### src/rtl/bi_mem_arb_pkg.sv
// Shared types and the round-robin pick function for the BiMemWm arbiter.
// REQ_* widths bound the WIDTH/HEIGHT/MASK parameters of the arbiter; ARB_MAX_REQ bounds NUM_REQ.
package bi_mem_arb_pkg;

  localparam int unsigned ARB_MAX_REQ = 16;
  localparam int unsigned ARB_PTR_W   = $clog2(ARB_MAX_REQ);
  localparam int unsigned REQ_WIDTH   = 16;
  localparam int unsigned REQ_AW      = 4;
  localparam int unsigned REQ_MASK    = 4;

  typedef struct packed {
    logic                 isWrite;
    logic [REQ_MASK-1:0]  writeMask;
    logic [REQ_AW-1:0]    addr;
    logic [REQ_WIDTH-1:0] writeData;
  } req_t;

  // Unused upper valid bits are zero, so wrapping at ARB_MAX_REQ equals wrapping at NUM_REQ.
  function automatic logic [ARB_MAX_REQ-1:0] rr_pick(input logic [ARB_MAX_REQ-1:0] valid,
                                                     input logic [ARB_PTR_W-1:0]   ptr);
    logic [ARB_MAX_REQ-1:0] grant;
    logic [ARB_PTR_W-1:0]   idx;
    logic                   found;
    grant = '0;
    found = 1'b0;
    for (int unsigned i = 0; i < ARB_MAX_REQ; i++) begin
      idx = ptr + ARB_PTR_W'(i);
      if (!found && valid[idx]) begin
        grant[idx] = 1'b1;
        found      = 1'b1;
      end
    end
    return grant;
  endfunction

endpackage

### src/rtl/bi_rr_arbiter.sv
// Generic NUM_REQ round-robin picker with its own pointer, a grant freeze and a pointer advance.
module bi_rr_arbiter
  import bi_mem_arb_pkg::*;
#(
  parameter int unsigned NUM_REQ = 2,
  localparam int unsigned PTR_W  = $clog2(NUM_REQ)
) (
  input  logic               clk_i,
  input  logic               reset_i,
  input  logic [NUM_REQ-1:0] valid_i,
  input  logic               freeze_i,
  input  logic               release_i,
  input  logic               advance_i,
  output logic [NUM_REQ-1:0] grant_c_o
);

  logic [PTR_W-1:0]   ptr_q, ptr_d;
  logic               frozen_q, frozen_d;
  logic [NUM_REQ-1:0] fgrant_q, fgrant_d;
  logic [NUM_REQ-1:0] pick_c, owner_c;
  logic [PTR_W-1:0]   owner_idx_c;

  always_comb begin
    pick_c    = NUM_REQ'(rr_pick(ARB_MAX_REQ'(valid_i), ARB_PTR_W'(ptr_q)));
    // A frozen owner keeps the grant but only asserts it while it is still valid.
    grant_c_o = frozen_q ? (fgrant_q & valid_i) : pick_c;
    owner_c   = frozen_q ? fgrant_q : pick_c;

    owner_idx_c = '0;
    for (int unsigned i = 0; i < NUM_REQ; i++) begin
      if (owner_c[i]) owner_idx_c = PTR_W'(i);
    end

    frozen_d = frozen_q;
    fgrant_d = fgrant_q;
    ptr_d    = ptr_q;
    if (freeze_i) begin
      frozen_d = 1'b1;
      fgrant_d = owner_c;
    end
    if (release_i) frozen_d = 1'b0;
    if (advance_i) begin
      ptr_d = (owner_idx_c == PTR_W'(NUM_REQ - 1)) ? '0 : owner_idx_c + PTR_W'(1);
    end
  end

  always_ff @(posedge clk_i or posedge reset_i) begin
    if (reset_i) begin
      ptr_q    <= '0;
      frozen_q <= 1'b0;
      fgrant_q <= '0;
    end else begin
      ptr_q    <= ptr_d;
      frozen_q <= frozen_d;
      fgrant_q <= fgrant_d;
    end
  end

endmodule

### src/rtl/bi_mem_wm_arbiter.sv
// Round-robin arbiter sharing one BiMemWm port between NUM_REQ valid/ready requesters.
// Define BI_MEM_ARB_LOCK_EN to add req_lock_i for locked multi-transfer grants.
module bi_mem_wm_arbiter
  import bi_mem_arb_pkg::*;
#(
  parameter int unsigned NUM_REQ = 2,
  parameter int unsigned WIDTH   = REQ_WIDTH,
  parameter int unsigned HEIGHT  = 16,
  parameter int unsigned MASK    = REQ_MASK,
  localparam int unsigned AW     = $clog2(HEIGHT)
) (
  input  logic                     clk_i,
  input  logic                     reset_i,
  input  logic [NUM_REQ-1:0]       req_valid_i,
  output logic [NUM_REQ-1:0]       req_ready_o,
  input  logic [NUM_REQ-1:0]       req_isWrite_i,
  input  logic [NUM_REQ*MASK-1:0]  req_writeMask_i,
  input  logic [NUM_REQ*AW-1:0]    req_addr_i,
  input  logic [NUM_REQ*WIDTH-1:0] req_writeData_i,
`ifdef BI_MEM_ARB_LOCK_EN
  input  logic [NUM_REQ-1:0]       req_lock_i,
`endif
  output logic [NUM_REQ-1:0]       rsp_valid_o,
  output logic [WIDTH-1:0]         rsp_data_o,
  output logic                     mem_enable_o,
  output logic                     mem_isWrite_o,
  output logic [MASK-1:0]          mem_writeMask_o,
  output logic [AW-1:0]            mem_addr_o,
  output logic [WIDTH-1:0]         mem_writeData_o,
  input  logic [WIDTH-1:0]         mem_readData_i,
  input  logic                     mem_hold_i
);

  logic [NUM_REQ-1:0] grant_raw_c, grant_c, xfer_c;
  logic [NUM_REQ-1:0] rsp_valid_q, rsp_valid_d;
  logic               enable_c, accept_c;
  logic               freeze_c, release_c, advance_c;
  req_t               sel_c;

  bi_rr_arbiter #(.NUM_REQ(NUM_REQ)) u_rr (
    .clk_i     (clk_i),
    .reset_i   (reset_i),
    .valid_i   (req_valid_i),
    .freeze_i  (freeze_c),
    .release_i (release_c),
    .advance_i (advance_c),
    .grant_c_o (grant_raw_c)
  );

  // Command mux: winner's fields onto the memory port, zero when idle or in reset.
  always_comb begin
    grant_c = reset_i ? '0 : grant_raw_c;
    sel_c   = '0;
    for (int unsigned i = 0; i < NUM_REQ; i++) begin
      if (grant_c[i]) begin
        sel_c.isWrite   = req_isWrite_i[i];
        sel_c.writeMask = REQ_MASK'(req_writeMask_i[i*MASK +: MASK]);
        sel_c.addr      = REQ_AW'(req_addr_i[i*AW +: AW]);
        sel_c.writeData = REQ_WIDTH'(req_writeData_i[i*WIDTH +: WIDTH]);
      end
    end
    enable_c        = |grant_c;
    mem_enable_o    = enable_c;
    mem_isWrite_o   = sel_c.isWrite;
    mem_writeMask_o = sel_c.isWrite ? MASK'(sel_c.writeMask) : '0;
    mem_addr_o      = AW'(sel_c.addr);
    mem_writeData_o = WIDTH'(sel_c.writeData);
    req_ready_o     = grant_c & {NUM_REQ{~mem_hold_i}};
    xfer_c          = req_valid_i & req_ready_o;
    accept_c        = |xfer_c;
    rsp_valid_d     = xfer_c;
    rsp_valid_o     = rsp_valid_q;
    rsp_data_o      = mem_readData_i;
  end

`ifdef BI_MEM_ARB_LOCK_EN
  logic               lock_q, lock_d;
  logic [NUM_REQ-1:0] owner_q, owner_d;
  logic               lock_w_c, lock_acc_c, idle_rel_c;

  // A locked owner keeps the grant frozen; the pointer moves only when the lock lets go.
  always_comb begin
    lock_w_c   = |(grant_c & req_lock_i);
    lock_acc_c = accept_c & lock_w_c;
    idle_rel_c = lock_q & ~|(owner_q & req_valid_i) & ~|rsp_valid_q;
    freeze_c   = (enable_c & mem_hold_i) | lock_acc_c;
    release_c  = (accept_c & ~lock_w_c) | idle_rel_c;
    advance_c  = release_c;
    lock_d     = lock_q;
    owner_d    = owner_q;
    if (lock_acc_c) begin
      lock_d  = 1'b1;
      owner_d = grant_c;
    end else if (release_c) begin
      lock_d = 1'b0;
    end
  end

  always_ff @(posedge clk_i or posedge reset_i) begin
    if (reset_i) begin
      lock_q  <= 1'b0;
      owner_q <= '0;
    end else begin
      lock_q  <= lock_d;
      owner_q <= owner_d;
    end
  end
`else
  always_comb begin
    freeze_c  = enable_c & mem_hold_i;
    release_c = accept_c;
    advance_c = accept_c;
  end
`endif

  always_ff @(posedge clk_i or posedge reset_i) begin
    if (reset_i) rsp_valid_q <= '0;
    else         rsp_valid_q <= rsp_valid_d;
  end

  // A held requester must present the same command until it is accepted.
  a_hold_stable: assert property (@(posedge clk_i) disable iff (reset_i)
    (mem_enable_o && mem_hold_i) |=> (mem_enable_o &&
      $stable({mem_isWrite_o, mem_writeMask_o, mem_addr_o, mem_writeData_o})));

endmodule

### config.mk
export PLATFORM = sky130hd
export DESIGN_NAME = bi_mem_wm_arbiter
export DESIGN_NICKNAME = d
export VERILOG_FILES = /design/src/rtl/bi_mem_arb_pkg.sv /design/src/rtl/bi_rr_arbiter.sv /design/src/rtl/bi_mem_wm_arbiter.sv
export SDC_FILE = /design/constraint.sdc
export NUM_CORES = 1
export LEC_CHECK = 0
export ABC_AREA = 1
export ABC_CLOCK_PERIOD_IN_PS = 1520
export CELL_PAD_IN_SITES_DETAIL_PLACEMENT = 0
export CELL_PAD_IN_SITES_GLOBAL_PLACEMENT = 2
export CORE_UTILIZATION = 24
export CTS_CLUSTER_DIAMETER = 120
export DETAILED_ROUTE_END_ITERATION = 8
export DONT_BUFFER_PORTS = 1
export PLACE_DENSITY = 0.79
export SETUP_SLACK_MARGIN = 0.3
export SKIP_LAST_GASP = 1
export SLEW_MARGIN = 20
export SYNTH_ARGS = -nofsm -noshare
export SYNTH_HDL_FRONTEND = slang
export SYNTH_SLANG_ARGS = --single-unit
export TNS_END_PERCENT = 1
### constraint.sdc
create_clock -name clk_i -period 1.52 [get_ports clk_i]
set_input_delay 0.304 -clock clk_i [delete_from_list [all_inputs] [get_ports clk_i]]
set_output_delay 0.304 -clock clk_i [all_outputs]
set_load 0.01 [all_outputs]
==> summary.md <==
| Metric | Value |
|---|---|
| Outcome | complete, but fails checks |
| Violations in the final reports | negative setup slack |
| Worst voltage drop across the vdd grid | 479 uV |
| Die outline height | 61.8 um |
| Worst setup path endpoint | mem_writeData_o[2] |
| Average size of a mapped cell | 5.87 um^2 |
| Final standard cell count with taps included and fillers excluded | 185 |
| Critical path fanouts, max | 21 |
| TritonCTS clock tree | done |
| Reg2Reg Setup Slack | -30 ps |
| Number of antenna-violating nets in the routed design | 0 |
| DP Area | 883 um^2 |
| Total inserted antenna cells | 0 |
| Quantity of I/O buffers inserted on ports | 0 |
| 1st-iter DRT viols | 14 |
| Total gr overflow | 0 |
| Part of the power in registers | 0.161 |
| Util after Layout | 0.299 |
| Power per cell area | 1660 mW/mm^2 |
| Worst Reg-to-Reg Cells | 8 |
| Clock transition at the registers of the reported paths | 40 ps |
| Part of the Yosys area used for sequential elements | 0.175 |
| DRT Pass-1 Iters | 4 |
| Relative slew slack | 0.799 |
| Data required time at the worst endpoint | 1220 ps |
| Area added between synthesis and finish | 18.1% |
| Number of slew-limit violations in the final report | 0 |
| Synthesized Nets | 217 |
| Routability congestion estimate from global placement | 0.667 |
| Proportion of layout cells with a drive suffix above 1 | 0.396 |
| Vias in the first global route | 734 |
| Final cycle utilization of the critical path | 1.15 |
| Wire length of the first global-routing pass | 3080 um |
| Clock Sinks | 6 |
| Internal cell power | 0.788 mW |
| Detailed Route WL | 2360 um |
| Netlist area before placement | 857 um^2 |
| Critical Path Start Type | register |
| Finished layout cell area | 0.00101 mm^2 |
| Die extent in x | 61.8 um |
| Total Die Area | 0.00381 mm^2 |
| Insertion delay to the later sink of the worst-skew pair | 240 ps |
| Count of placed standard cells including taps | 180 |
| Total routing resource utilization after global routing | 0.109 |
| Routed vias/inst | 4.85 |
| DRC Markers | 0 |
| CTS Buf Count | 3 |
| Capturing point of the worst reg2reg path | u_rr.fgrant_q[1] |
| Maximum number of pins on one net before global-route repair | 22 |
| Synth Instances | 146 |
| Vias | 897 |
| Final total power | 1.68 mW |
| Beginning of the worst register-to-register path | u_rr.frozen_q |
| Number of hold violations in the final report | 0 |
| Count of distinct cell types in the synthesized netlist | 20 |
| Switching power as a share of total power | 0.532 |
| Worst Setup Path Type | reg2out |
| Number of H-tree levels | 1 |
| Worst min path class | in2reg |
| Element type at the critical path end | primary output |
| Maximum clock rate | 573 MHz |
| Net switching power figure | 0.897 mW |
| Portion of total power attributed to combinational logic | 0.754 |
| Maximum buffer depth of the clock tree | 2 |
| Area of the core | 0.00339 mm^2 |
| Average wire length per cell after detail routing | 12.8 um |
| Final layout net count | 212 |
| Maximum capacitance violations | 0 |
| Initial antenna violation count | 0 |
| Setup repair after global routing missed its margin | true |
| Skew final | 2.54 ps |
| Synth warn | 0 |
| Setup-violating endpoint count in the final report | 29 |
| Initial Util | 0.253 |
| Hold WS | 231 ps |
| FP Rows | 21 |
| Dpl hpwl | 1900 um |
| Number of top-level pins | 117 |
| Post-layout min period | 1740 ps |
| Arrival time reported for the critical path endpoint | 1440 ps |
| Relative contribution of the clock network to total power | 0.085 |
| Post-route worst setup slack | -224 ps |
| Slew of the pin with the lowest slew margin | 299 ps |
| Yosys reg bits | 6 |
| Clock tree root buffer cell | sky130_fd_sc_hd__clkbuf_4 |
| Timing startpoint of the critical path | u_rr.frozen_q |
| Cell leakage power | 0.519 nW |
==> how the worst min path moves through the flow <==
stage	end	slack [ps]	cells after the start	startpoint
6_report	u_rr.fgrant_q[0]	230	2	mem_hold_i
5_1_grt	u_rr.fgrant_q[0]	220	2	mem_hold_i
4_1_cts	u_rr.fgrant_q[0]	220	2	mem_hold_i
3_5_place_dp	u_rr.fgrant_q[0]	120	1	reset_i
3_3_place_gp	u_rr.fgrant_q[0]	110	1	reset_i
2_1_floorplan	rsp_valid_o[0]	90	1	reset_i
==> kinds of logic after synthesis <==
family | count (synthesis) | synth area share
simple gates | 76 | 0.364
buf+inv | 34 | 0.247
compound gates | 30 | 0.215
flops | 6 | 0.175
==> cell type report <==
type / instances / area (um^2)
Clock buffer: 3 / 22.5
Fill cell: 377 / 2380
Inverter: 11 / 41.3
Multi-Input combinational cell: 106 / 601
Sequential cell: 6 / 150
Tap cell: 46 / 57.6
Timing Repair Buffer: 13 / 140
==> Yosys cell counts, drive strengths merged <==
library cell   n  area, um^2
nand2         62         240
o21ai         28         163
buf           21         161
inv           11        41.3
nand3          9        50.1
dfrtp          6         150
nor2           4        15.0
a21oi          2        21.3
clkbuf         2        8.75
nand4          1        6.26
==> critical path: stages, from the launching register on <==
cell and delay [ps]:
sky130_fd_sc_hd__dfrtp_1 410, sky130_fd_sc_hd__buf_6 140, sky130_fd_sc_hd__a21oi_4 170, sky130_fd_sc_hd__nand2_2 90
sky130_fd_sc_hd__buf_12 170, sky130_fd_sc_hd__o21ai_2 210
==> timing repair <==
| action | CTS | global route |
|---|---|---|
| endpoints found under the hold margin | 6 | 0 |
| gates resized for setup | 24 | 0 |
| gates cloned | 0 | 0 |
| endpoints found under the setup margin | 33 | 33 |
| pin swaps | 4 | 0 |
| hold buffers | 1 | 0 |
| buffers inserted | 1 | 0 |
==> stage by stage <==
step           setup TNS [ps]  worst slack [ps]
2_1_floorplan               0              51.5
3_3_place_gp            -14.8             -5.12
3_5_place_dp             -217             -38.5
4_1_cts                 -5860              -226
5_1_grt                 -8970              -332
6_report                -5660              -224
==> power groups by stage <==
stage / clock network, mW / logic [mW] / registers, mW
2_1_floorplan: 0 / 0.898 / 0.262
3_3_place_gp: 0 / 1.10 / 0.264
3_5_place_dp: 0 / 1.13 / 0.267
4_1_cts: 0.149 / 1.29 / 0.270
5_1_grt: 0.162 / 1.45 / 0.281
6_report: 0.143 / 1.27 / 0.272
==> sequential cells by signal (all words and copies together), names as in the netlist <==
signal / count
rsp_valid_o: 2
u_rr.fgrant_q: 2
u_rr.frozen_q: 1
u_rr.ptr_q: 1
==> layer usage <==
layer	global-route usage	wire, um	vias up
li1	-	-	440
met3	0.0186	139	0
met2	0.195	1280	43
met4	0.0381	0	0
met5	0	0	-
met1	0.131	942	414
==> layout by cell type (no fill, tap or decap), drive strengths merged <==
| cell type | synthesis | routed |
|---|---|---|
| a21oi | 2 | 2 |
| buf | 21 | 12 |
| clkbuf | 2 | 3 |
| dfrtp | 6 | 6 |
| dlygate4sd3 | 0 | 1 |
| inv | 11 | 11 |
| nand2 | 62 | 62 |
| nand3 | 9 | 9 |
| nand4 | 1 | 1 |
| nor2 | 4 | 4 |
| o21ai | 28 | 28 |
(Power assumes the default switching activity.)
